$ cat src/rtl/div_pkg.sv
// ============================================================================
// Module      : div_pkg
// Description : Shared types and constants for the iterative integer divider.
// Revision    : 1.0 - initial release
// ============================================================================
`default_nettype none

package div_pkg;

    localparam int DIV_WIDTH = 32;
    localparam int CNT_W     = $clog2(DIV_WIDTH);
    localparam int MAX_WIDTH = 64;

    // Wide enough for any supported WIDTH; users truncate to their width.
    localparam logic [MAX_WIDTH-1:0] DIV0_QUOTIENT = '1;

    typedef enum logic [1:0] {
        IDLE = 2'd0,
        BUSY = 2'd1,
        DONE = 2'd2
    } state_t;

endpackage : div_pkg

`default_nettype wire

$ cat src/rtl/alu_div_if.sv
// ============================================================================
// Module      : alu_div_if
// Description : Decode-to-divider operand/result bundle with master/slave views.
// Revision    : 1.0 - initial release
// ============================================================================
`default_nettype none

interface alu_div_if
    import div_pkg::*;
#(
    parameter int WIDTH = DIV_WIDTH
) ();

    logic             start;
    logic             is_signed;
    logic [WIDTH-1:0] dividend;
    logic [WIDTH-1:0] divisor;
    logic             cancel;
    logic             stall_req;
    logic             result_valid;
    logic [WIDTH-1:0] quotient;
    logic [WIDTH-1:0] remainder;

    modport master (
        output start, is_signed, dividend, divisor, cancel,
        input  stall_req, result_valid, quotient, remainder
    );

    modport slave (
        input  start, is_signed, dividend, divisor, cancel,
        output stall_req, result_valid, quotient, remainder
    );

endinterface : alu_div_if

`default_nettype wire

$ cat src/rtl/div_step.sv
// ============================================================================
// Module      : div_step
// Description : One combinational radix-2 restoring division iteration.
// Revision    : 1.0 - initial release
// ============================================================================
`default_nettype none

module div_step #(
    parameter int WIDTH = 32
) (
    input  logic [WIDTH-1:0] rem,
    input  logic [WIDTH-1:0] quo,
    input  logic [WIDTH-1:0] divisor,
    output logic [WIDTH-1:0] rem_next,
    output logic [WIDTH-1:0] quo_next
);

    logic [WIDTH:0]   shifted;
    logic [WIDTH-1:0] diff;
    logic             no_borrow;

    // The shifted remainder needs one extra bit before comparison; the
    // difference itself always fits in WIDTH bits because it is < divisor.
    assign shifted   = {rem, quo[WIDTH-1]};
    assign no_borrow = (shifted >= {1'b0, divisor});
    assign diff      = shifted[WIDTH-1:0] - divisor;

    assign rem_next  = no_borrow ? diff : shifted[WIDTH-1:0];
    assign quo_next  = {quo[WIDTH-2:0], no_borrow};

endmodule : div_step

`default_nettype wire

$ cat src/rtl/alu_div.sv
// ============================================================================
// Module      : alu_div
// Description : Iterative signed/unsigned divider producing LO/HI with stall.
// Revision    : 1.0 - initial release
// ============================================================================
`default_nettype none

module alu_div
    import div_pkg::*;
#(
    parameter int WIDTH = DIV_WIDTH
) (
    input  logic      clk,
    input  logic      resetn,
    alu_div_if.slave  bus
);

    localparam int CW = $clog2(WIDTH);
    localparam logic [WIDTH-1:0] Q_DIV0 = DIV0_QUOTIENT[WIDTH-1:0];

    state_t           state;
    state_t           state_nxt;
    logic [CW-1:0]    count;
    logic [WIDTH-1:0] rem;
    logic [WIDTH-1:0] quo;
    logic [WIDTH-1:0] dvsr;
    logic [WIDTH-1:0] rem_nxt;
    logic [WIDTH-1:0] quo_nxt;
    logic             neg_q;
    logic             neg_r;
    logic             div0;
    logic [WIDTH-1:0] quotient_r;
    logic [WIDTH-1:0] remainder_r;
    logic             valid_r;

    logic             accept;
    logic             step;
    logic             last_step;
    logic             a_neg;
    logic             b_neg;
    logic [WIDTH-1:0] a_abs;
    logic [WIDTH-1:0] b_abs;

    assign accept    = (state == IDLE) && bus.start && !bus.cancel;
    assign step      = (state == BUSY) && !bus.cancel;
    assign last_step = step && (count == '0);

    assign a_neg = bus.is_signed && bus.dividend[WIDTH-1];
    assign b_neg = bus.is_signed && bus.divisor[WIDTH-1];
    assign a_abs = a_neg ? -bus.dividend : bus.dividend;
    assign b_abs = b_neg ? -bus.divisor  : bus.divisor;

    div_step #(.WIDTH(WIDTH)) u_step (
        .rem      (rem),
        .quo      (quo),
        .divisor  (dvsr),
        .rem_next (rem_nxt),
        .quo_next (quo_nxt)
    );

    always_ff @(posedge clk) begin
        if (!resetn) begin
            state <= IDLE;
        end else begin
            state <= state_nxt;
        end
    end

    always_comb begin
        state_nxt = state;
        case (state)
            IDLE:    if (accept) state_nxt = BUSY;
            BUSY: begin
                if (bus.cancel)        state_nxt = IDLE;
                else if (count == '0)  state_nxt = DONE;
            end
            DONE:    state_nxt = IDLE;
            default: state_nxt = IDLE;
        endcase
    end

    always_ff @(posedge clk) begin
        if (!resetn) begin
            count       <= '0;
            rem         <= '0;
            quo         <= '0;
            dvsr        <= '0;
            neg_q       <= 1'b0;
            neg_r       <= 1'b0;
            div0        <= 1'b0;
            quotient_r  <= '0;
            remainder_r <= '0;
            valid_r     <= 1'b0;
        end else begin
            valid_r <= last_step;
            if (accept) begin
                count <= CW'(WIDTH - 1);
                rem   <= '0;
                quo   <= a_abs;
                dvsr  <= b_abs;
                neg_q <= a_neg ^ b_neg;
                neg_r <= a_neg;
                div0  <= (bus.divisor == '0);
            end else if (step) begin
                count <= count - 1'b1;
                rem   <= rem_nxt;
                quo   <= quo_nxt;
            end
            // Divide-by-zero: the remainder path already yields the original
            // dividend, only the quotient needs forcing to all ones.
            if (last_step) begin
                quotient_r  <= div0  ? Q_DIV0   : (neg_q ? -quo_nxt : quo_nxt);
                remainder_r <= neg_r ? -rem_nxt : rem_nxt;
            end
        end
    end

    assign bus.stall_req    = resetn && (accept || step);
    assign bus.result_valid = valid_r;
    assign bus.quotient     = quotient_r;
    assign bus.remainder    = remainder_r;

endmodule : alu_div

`default_nettype wire
$ cat src/flat_wrapper.sv
// flat-port wrapper written by rule: the top's interface ports become plain ports
module alu_div_flat import div_pkg::*;
#(
    parameter int WIDTH = DIV_WIDTH
)
  (clk, resetn, bus_start, bus_is_signed, bus_dividend, bus_divisor, bus_cancel, bus_stall_req, bus_result_valid, bus_quotient, bus_remainder);
  alu_div_if #(.WIDTH(WIDTH)) bus_i ();
  input  logic clk;
  input  logic resetn;
  input wire logic [$bits(bus_i.start)-1:0] bus_start;
  input wire logic [$bits(bus_i.is_signed)-1:0] bus_is_signed;
  input wire logic [$bits(bus_i.dividend)-1:0] bus_dividend;
  input wire logic [$bits(bus_i.divisor)-1:0] bus_divisor;
  input wire logic [$bits(bus_i.cancel)-1:0] bus_cancel;
  output wire logic [$bits(bus_i.stall_req)-1:0] bus_stall_req;
  output wire logic [$bits(bus_i.result_valid)-1:0] bus_result_valid;
  output wire logic [$bits(bus_i.quotient)-1:0] bus_quotient;
  output wire logic [$bits(bus_i.remainder)-1:0] bus_remainder;
  assign bus_i.start = bus_start;
  assign bus_i.is_signed = bus_is_signed;
  assign bus_i.dividend = bus_dividend;
  assign bus_i.divisor = bus_divisor;
  assign bus_i.cancel = bus_cancel;
  assign bus_stall_req = bus_i.stall_req;
  assign bus_result_valid = bus_i.result_valid;
  assign bus_quotient = bus_i.quotient;
  assign bus_remainder = bus_i.remainder;
  alu_div #(.WIDTH(WIDTH)) u_core (.clk(clk), .resetn(resetn), .bus(bus_i));
endmodule
$ cat config.mk
export PLATFORM = sky130hd
export DESIGN_NAME = alu_div_flat
export DESIGN_NICKNAME = d
export VERILOG_FILES = /design/src/rtl/div_pkg.sv /design/src/rtl/alu_div_if.sv /design/src/rtl/div_step.sv /design/src/rtl/alu_div.sv /design/src/flat_wrapper.sv
export SDC_FILE = /design/constraint.sdc
export NUM_CORES = 1
export LEC_CHECK = 0
export CAP_MARGIN = 20
export CORE_MARGIN = 5
export CORE_UTILIZATION = 44
export CTS_CLUSTER_SIZE = 20
export DETAILED_ROUTE_END_ITERATION = 8
export PLACE_DENSITY = 0.74
export SLEW_MARGIN = 10
export SYNTH_ARGS = -nofsm -noshare
export SYNTH_HDL_FRONTEND = slang
export SYNTH_HIERARCHICAL = 1
export SYNTH_SLANG_ARGS = --single-unit
$ cat constraint.sdc
create_clock -name clk -period 6.6 [get_ports clk]
set_input_delay 1.32 -clock clk [delete_from_list [all_inputs] [get_ports clk]]
set_output_delay 1.32 -clock clk [all_outputs]
set_load 0.05 [all_outputs]
==> impl_metrics.env <==
export IMPL_dp_hpwl_mm=24.2
export IMPL_postCtsHoldBufs=0
export IMPL_rsz0062_at_grt="false"
export IMPL_syn_inst=1484
export IMPL_clock_root_buffer="clkbuf_16"
export IMPL_wl_per_cell_um=17.7
export IMPL_portBuffers=134
export IMPL_post_cts_resize_count=0
export IMPL_seq_area_frac_synth_pct=29.5
export IMPL_path_max_fanout=32
export IMPL_fillers=2454
export IMPL_wirelength_mm=33.0
export IMPL_combPwrFrac_pct=24.9
export IMPL_grt_pass1_wl_mm=53.6
export IMPL_cts_path_max_buffers=2
export IMPL_clk_pin_slew_ns=0.07
export IMPL_p_clk_share_pct=35.6
export IMPL_hold_path_class="flip-flop to flip-flop"
export IMPL_first_pass_iters=5
export IMPL_die_w_um=172
export IMPL_synth_top_area_share_pct=29.5
export IMPL_setup_tns_ns=0
export IMPL_fmax_mhz=186
export IMPL_hold_depth=2
export IMPL_vias_per_cell=5.83
export IMPL_cts_buffers=17
export IMPL_finalHoldViolCount=0
export IMPL_dieArea_um2=29700
export IMPL_drive_above_1_share_pct=7.42
export IMPL_synth_nets=1591
export IMPL_cts_tree="yes"
export IMPL_synthTopCellsByArea="dfxtp_1, a21oi_1, nand2_1"
export IMPL_start_util_pct=44.6
export IMPL_ant_nets=0
export IMPL_grt_use_total_pct=22.1
export IMPL_cap_violations=0
export IMPL_vdd_drop_max_mv=0.168
export IMPL_p_switching_mw=0.914
export IMPL_relSlewSlack_pct=40.4
export IMPL_tightest_slew_ns=0.893
export IMPL_cts_sinks=171
export IMPL_r2r_cells=16
export IMPL_switching_share_pct=32.2
export IMPL_core_area_um2=26000
export IMPL_synth_common_cells="nand2_1, dfxtp_1, a21oi_1, nor2_1, clkbuf_1"
export IMPL_synth_ff_type="dfxtp_1"
export IMPL_synth_avg_cell_area_um2=7.81
export IMPL_clk_latency_ns=0.43
export IMPL_yosysTopAreaCell="dfxtp_1"
export IMPL_grt_pass1_vias=10100
export IMPL_area_growth_pct=15.8
export IMPL_ys_async_sr_fraction_pct=0
export IMPL_path_class="flip-flop to flip-flop"
export IMPL_status="finished clean"
export IMPL_drtIter0Drc=1291
export IMPL_grt_start_max_net_pins=88
export IMPL_end_kind="flip-flop"
export IMPL_setup_violations=0
export IMPL_syn_area_um2=11600
export IMPL_p_leak_nw=4.98
export IMPL_place_congestion=0.917
export IMPL_remaining_drc_errors=0
export IMPL_h_tree_depth=4
export IMPL_finalClockSkew_ns=0.00752
export IMPL_crit_path_start_kind="flip-flop"
export IMPL_gr_total_overflow=0
export IMPL_multi_input_area_um2=7310
export IMPL_synth_edf_count=0
export IMPL_total_power_mw=2.84
export IMPL_yosysWarnings=6
export IMPL_slew_viol_final=0
export IMPL_ios=135
export IMPL_timing_final_crit_period_ns=5.37
export IMPL_cp_arrival_ns=5.68
export IMPL_seqPwrFrac_pct=39.5
export IMPL_min_period_over_period_pct=81.3
export IMPL_ys_types=87
export IMPL_power_density_nw_per_um2=212
export IMPL_diodes=0
export IMPL_register_area_um2=3420
export IMPL_rows=59
export IMPL_antenna_found_initial=0
export IMPL_utilization_pct=51.6
export IMPL_final_nets=1630
export IMPL_synth_most_common_cell="nand2_1"
export IMPL_vias=10900
export IMPL_die_h_um=172
export IMPL_yosys_register_bits=171
export IMPL_critical_path_required_ns=6.91
export IMPL_post_cts_setup_buffer_count=0
export IMPL_internal_power_mw=1.93
-- metal layers --
layer	track usage [%]	wire (um)
met1	33.5	15900
met2	32.5	14000
met3	4.14	2780
met4	4.75	322
met5	0	0
-- flip-flops by register name (all words and copies together) (netlist names) --
signal                   cells
u_core/state                 2
u_core/neg_r                 1
u_core/dvsr                 32
u_core/rem                  32
u_core/neg_q                 1
u_core/quo                  32
u_core/bus.remainder        32
u_core/bus.result_valid      1
u_core/count                 5
u_core/bus.quotient         32
u_core/div0                  1
-- metrics by stage --
step                      setup slack (ns)  instance area, um^2  instances  hold WS (ns)
after floorplan                       2.26                11600       1484         0.440
after global placement                1.55                12800       1837         0.451
after detailed placement              1.36                12800       1837         0.453
after CTS                             1.32                13400       1869         0.463
after global routing                 0.723                13400       1871         0.485
final                                 1.23                13400       1871         0.460
-- placed cells by master (no fill, tap or decap), drive strengths merged, types with 14 or more instances in the layout --
| master | instances |
|---|---|
| inv | 64 |
| nor4 | 27 |
| buf | 14 |
| dfxtp | 171 |
| a21oi | 155 |
| nor2 | 110 |
| clkdlybuf4s50 | 133 |
| o41ai | 16 |
| o21ai | 81 |
| a31oi | 31 |
| nor3 | 42 |
| ha | 37 |
| xnor2 | 71 |
| a211oi | 36 |
| nand3 | 26 |
| xor2 | 69 |
| mux2 | 30 |
| nand2 | 177 |
| o31ai | 27 |
| clkbuf | 20 |
-- logic make-up (layout without fill, tap and decap cells) --
logic type,Yosys count,in the layout,share of synthesized area (%)
buf+inv,189,241,7.52
fa+ha+maj,38,38,4.17
simple gates,475,475,20.1
flops,171,171,29.5
mux,39,39,3.99
compound gates,432,432,24.1
xor+xnor,140,140,10.6
-- critical path, stage by stage, from the launching register on --
cell      delay (ns)
dfxtp_1         0.33
inv_1           0.05
ha_1            0.40
nand4_1         0.21
nor3_1          0.36
o211ai_1        0.18
nor4b_4         0.18
o21ai_2         0.18
a31oi_4         0.13
o21a_4          0.26
inv_2           0.60
mux2_2          0.51
nor4_1          0.61
nand4_1         0.51
o21ai_1         0.34
nor3_1          0.07
or3_1           0.35
-- area by class of cell --
type                            count  share of cell area, %
Multi-Input combinational cell   1124                   54.5
Sequential cell                   171                   25.5
Timing Repair Buffer              148                   10.7
Clock buffer                       19                   3.38
Tap cell                          335                   3.13
Inverter                           61                   1.71
Clock inverter                     13                   1.04
-- power by group through the flow --
stage	clock (mW)	combinational, mW	sequential, mW
after global routing	1.07	0.774	1.13
after global placement	0	0.682	1.14
after CTS	1.02	0.698	1.12
after floorplan	0	0.501	1.15
final	1.01	0.707	1.12
after detailed placement	0	0.693	1.14
-- final timing paths --
check	from	end	slack (ns)
max reg2reg	u_core/dvsr[11]	u_core/bus.remainder[28]	1.23
min reg2reg	u_core/bus.remainder[0]	u_core/bus.remainder[0]	0.46
max	u_core/dvsr[11]	u_core/bus.remainder[28]	1.23
min	u_core/bus.remainder[0]	u_core/bus.remainder[0]	0.46
No activity file was read; power rests on OpenSTA's default activity.
